**src/rtl/priority_encoder8x3.sv**
```systemverilog
// Registered 8-to-3 priority encoder with request buffering and valid/ready output.
// Define ROUND_ROBIN_EN for rotating priority; the default build uses fixed priority (index 7 highest).
module priority_encoder8x3 (
  input  logic       clk,
  input  logic       rst_n,
  input  logic [7:0] req,
  output logic [2:0] address,
  output logic       valid,
  input  logic       ready,
  output logic [7:0] pending,
  output logic       idle
);

`ifdef ROUND_ROBIN_EN
  // Search ascending from last+1 with wrap; the eighth probe revisits last itself.
  function automatic logic [2:0] sel_rr(input logic [7:0] vec, input logic [2:0] last);
    logic [2:0] r;
    logic [2:0] idx;
    logic       found;
    r     = 3'd0;
    found = 1'b0;
    for (int i = 1; i <= 8; i++) begin
      idx = last + 3'(i);
      if (vec[idx] && !found) begin
        r     = idx;
        found = 1'b1;
      end
    end
    return r;
  endfunction

  logic [2:0] last_r;
`else
  // Ascending scan overwrites the result, so the highest set index wins.
  function automatic logic [2:0] sel_fixed(input logic [7:0] vec);
    logic [2:0] r;
    r = 3'd0;
    for (int i = 0; i < 8; i++) begin
      if (vec[i]) begin
        r = 3'(i);
      end
    end
    return r;
  endfunction
`endif

  logic [2:0] sel_s;
  logic       fire_s;
  logic       load_s;
  logic [7:0] onehot_s;
  logic [7:0] pending_next_s;

  // Selection, handshake qualifiers and next pending set (req is OR-ed last so set wins).
  always_comb begin
`ifdef ROUND_ROBIN_EN
    sel_s = sel_rr(pending, last_r);
`else
    sel_s = sel_fixed(pending);
`endif
    fire_s         = valid & ready;
    load_s         = (~valid | ready) & (|pending);
    onehot_s       = load_s ? (8'd1 << sel_s) : 8'd0;
    pending_next_s = (pending & ~onehot_s) | req;
  end

  // Pending set, output register and handshake state.
  always_ff @(posedge clk or negedge rst_n) begin
    if (!rst_n) begin
      pending <= 8'd0;
      address <= 3'd0;
      valid   <= 1'b0;
    end else begin
      pending <= pending_next_s;
      if (load_s) begin
        address <= sel_s;
        valid   <= 1'b1;
      end else if (fire_s) begin
        valid   <= 1'b0;
      end
    end
  end

`ifdef ROUND_ROBIN_EN
  // Last granted index; resets to 7 so the first search starts at 0.
  always_ff @(posedge clk or negedge rst_n) begin
    if (!rst_n) begin
      last_r <= 3'd7;
    end else if (load_s) begin
      last_r <= sel_s;
    end
  end
`endif

  assign idle = ~valid & ~(|pending);

endmodule

```
**config.mk**
```make
export PLATFORM = sky130hd
export DESIGN_NAME = priority_encoder8x3
export DESIGN_NICKNAME = d
export VERILOG_FILES = /design/src/rtl/priority_encoder8x3.sv
export SDC_FILE = /design/constraint.sdc
export NUM_CORES = 1
export LEC_CHECK = 0
export CAP_MARGIN = 20
export CORE_AREA = 3 3 40 42
export CTS_BUF_LIST = sky130_fd_sc_hd__clkbuf_8
export CTS_CLUSTER_DIAMETER = 150
export CTS_CLUSTER_SIZE = 10
export DETAILED_ROUTE_END_ITERATION = 6
export DIE_AREA = 0 0 43 45
export PLACE_DENSITY = 0.78
export SYNTH_ARGS = -nofsm -noshare
export SYNTH_HDL_FRONTEND = slang
export SYNTH_SLANG_ARGS = --single-unit
```
**constraint.sdc**
```tcl
create_clock -name clk -period 2.5 [get_ports clk]
set_clock_uncertainty 0.2 [all_clocks]
set_input_delay 0.25 -clock clk [delete_from_list [all_inputs] [get_ports clk]]
set_output_delay 0.25 -clock clk [all_outputs]
set_load 0.01 [all_outputs]
```
==> reports/results.ini <==
[status]
status=finished, final reports clean

[timing]
slew-limit-headroom_pct=63.13
setup_viol_count_final=0
fmax_ghz=0.4497
fin_crit_sh_pct=88.94
worstMarginPinSlew_ns=0.5514
hold_violations=0
setup_tns_ns=0
rsz0062_at_grt=false
hold_ws_ns=0.1684
min_period_ns=2.224
drv_slew=0

[global_routing]
grt_pass1_wl_um=2214
track_usage_pct=15.83
antenna_found_initial=0
grt_start_max_net_pins=13
grt_pass1_vias=499
grt_overflow=0

[synthesis]
synth_top_family_by_area=simple AND/OR/NAND/NOR gates
muxShareOfSynthArea_pct=0
synthAdderAreaFrac_pct=0
synth_area_um2=535.5
synth_nets=60
synthXorXnorAreaFrac_pct=0
yosys.area_share.simple_pct=25.00
yosysWarnings=0
ys_ff_latch=12
synth-seq-area-share_pct=56.07
synth_compound_area_share_pct=17.52
syn_avg_cell_area_um2=10.93
yosysUniqueCellTypes=18
syn_inst=49

[die]
die_x_um=43
dieHeight_um=45
pin_count=24
core-area_mm2=0.001285
initial_core_util_pct=41.67
rows=13
dieArea_mm2=0.001935

[power]
leakagePower_nw=0.3104
power_uw=467.3
irDropWorstVdd_mv=0.5528
power_density_mw_per_mm2=556.7

[drt]
wirelength_um=1305
wl_per_cell_um=14.34
first_pass_iters=4
ant_nets=0
via_count=467
drc=0
drt_iter0_drc=13
viasPerCell=5.132

[clock_tree]
cts_resized=0
clkTransAtPathRegs_ns=0.06
clk_latency_ns=0.24
htree_levels=1
hold_buffers=0
cts_tree=done
clkSinkCount=12
clk_path_buf_depth=2
cts-root-buf=clkbuf_8
numCtsBuffers=3
postCtsSetupBuffers=0

[placement]
place_congestion=0.7516
dp_hpwl_um=1004
io_buffers=23
dp.cells=87

[run]
maxCapViolCount=0

[critical_path]
reg2reg_slack_ns=0.86
slowest_stage=clkdlybuf4s50_1
end_kind=output pin
worstPathArrival_ns=1.77
required_ns=2.05
path_class=reg2out
startpoint_type=register
crit_chain=nor4_2, nand2_1, nor2_1, clkdlybuf4s50_1
max_stage_delay_ns=0.53
crit_fanout=4

[layout]
fin_nets=88
area_growth_pct=56.78
drive_gt1_share_pct=10.53
fin_util_pct=65.34
num_antenna_cells=0
stdcell_count=91
n_fill_cell=115

[worst_hold_path]
hold_class=in2async

-- power breakdown --
group | total (mW) | switching [mW] | internal (mW) | leakage (nW)
Sequential | 0.207 | 0.00716 | 0.200 | 0.112
Combinational | 0.0462 | 0.0171 | 0.0291 | 0.170
Clock | 0.214 | 0.0746 | 0.139 | 0.0288
-- layout by cell type (no fill, tap or decap), drive strengths merged --
cell type | Yosys | final
a211o | 1 | 1
a21o | 6 | 6
a21oi | 4 | 4
and2b | 1 | 1
clkbuf | 0 | 4
clkdlybuf4s50 | 0 | 23
dfrtp | 12 | 12
inv | 2 | 2
nand2 | 3 | 3
nand2b | 3 | 3
nand3 | 1 | 1
nand3b | 1 | 1
nor2 | 4 | 4
nor2b | 1 | 1
nor3 | 2 | 2
nor3b | 1 | 1
nor4 | 2 | 2
o21ai | 4 | 4
or3 | 1 | 1
-- worst max-delay path: cells and delay by family (launching register included) --
family	cells	cell delay (ns)
AND/OR/NAND/NOR	3	0.58
buffers and inverters	1	0.53
flip-flops	1	0.42
-- layer usage --
metal / wire length (um) / track usage [%] / up-vias / part of all wire, %
li1: - / - / 226 / -
met1: 549 / 18.23 / 216 / 42
met2: 657 / 26.35 / 23 / 50
met3: 82 / 5.578 / 2 / 6.3
met4: 16 / 7.831 / 0 / 1.2
met5: 0 / 0 / - / 0
-- flip-flops by register name (all words and copies together), names as in the netlist --
signal / flops
address: 3
pending: 8
valid: 1
-- synth_stat cells, drive strengths merged --
library cell	count	area (um2)
and2b	1	10.01
nor3	2	10.01
inv	2	7.510
nor3b	1	7.510
nand2	3	11.26
o21ai	4	20.02
nand3	1	5.000
a21o	6	45.04
a211o	1	8.760
dfrtp	12	300.3
nand3b	1	7.510
nand2b	3	18.77
or3	1	6.260
nor2b	1	8.760
nor2	4	15.01
nor4	2	33.78
a21oi	4	20.02
-- logic make-up after synthesis --
kind of cell | count (synthesis)
buf+inv | 2
compound gates | 15
simple gates | 20
flops | 12
-- stage by stage --
stage	cell area [um2]	setup WS (ns)
after floorplan	535.5	0.9501
after global placement	784.5	0.5725
after detailed placement	784.5	0.5288
after CTS	839.6	0.2679
after global routing	839.6	0.1342
final	839.6	0.2765
-- layout make-up --
| class | instances | area [um2] | area share (%) |
|---|---|---|---|
| inverters | 2 | 7.507 | 0.8942 |
| clock buffers | 4 | 55.05 | 6.557 |
| flip-flops and latches | 12 | 300.3 | 35.77 |
| multi-input cells | 35 | 227.7 | 27.12 |
| well taps | 15 | 18.77 | 2.235 |
| repair buffers | 23 | 230.2 | 27.42 |
-- worst paths after layout --
| path | end | cells after the start | start |
|---|---|---|---|
| worst max register to register | pending[1]$_DFF_PN0_ | 4 | pending[4]$_DFF_PN0_ |
| worst min-delay path | pending[0]$_DFF_PN0_ | 1 | rst_n |
| max in group asynchronous | pending[7]$_DFF_PN0_ | 1 | rst_n |
| worst min register to register | address[2]$_DFFE_PN0P_ | 2 | address[2]$_DFFE_PN0P_ |
| min in group clk | address[2]$_DFFE_PN0P_ | 2 | address[2]$_DFFE_PN0P_ |
| worst max-delay path | idle | 4 | pending[1]$_DFF_PN0_ |
Note: power is estimated with default switching activity, not from simulation.
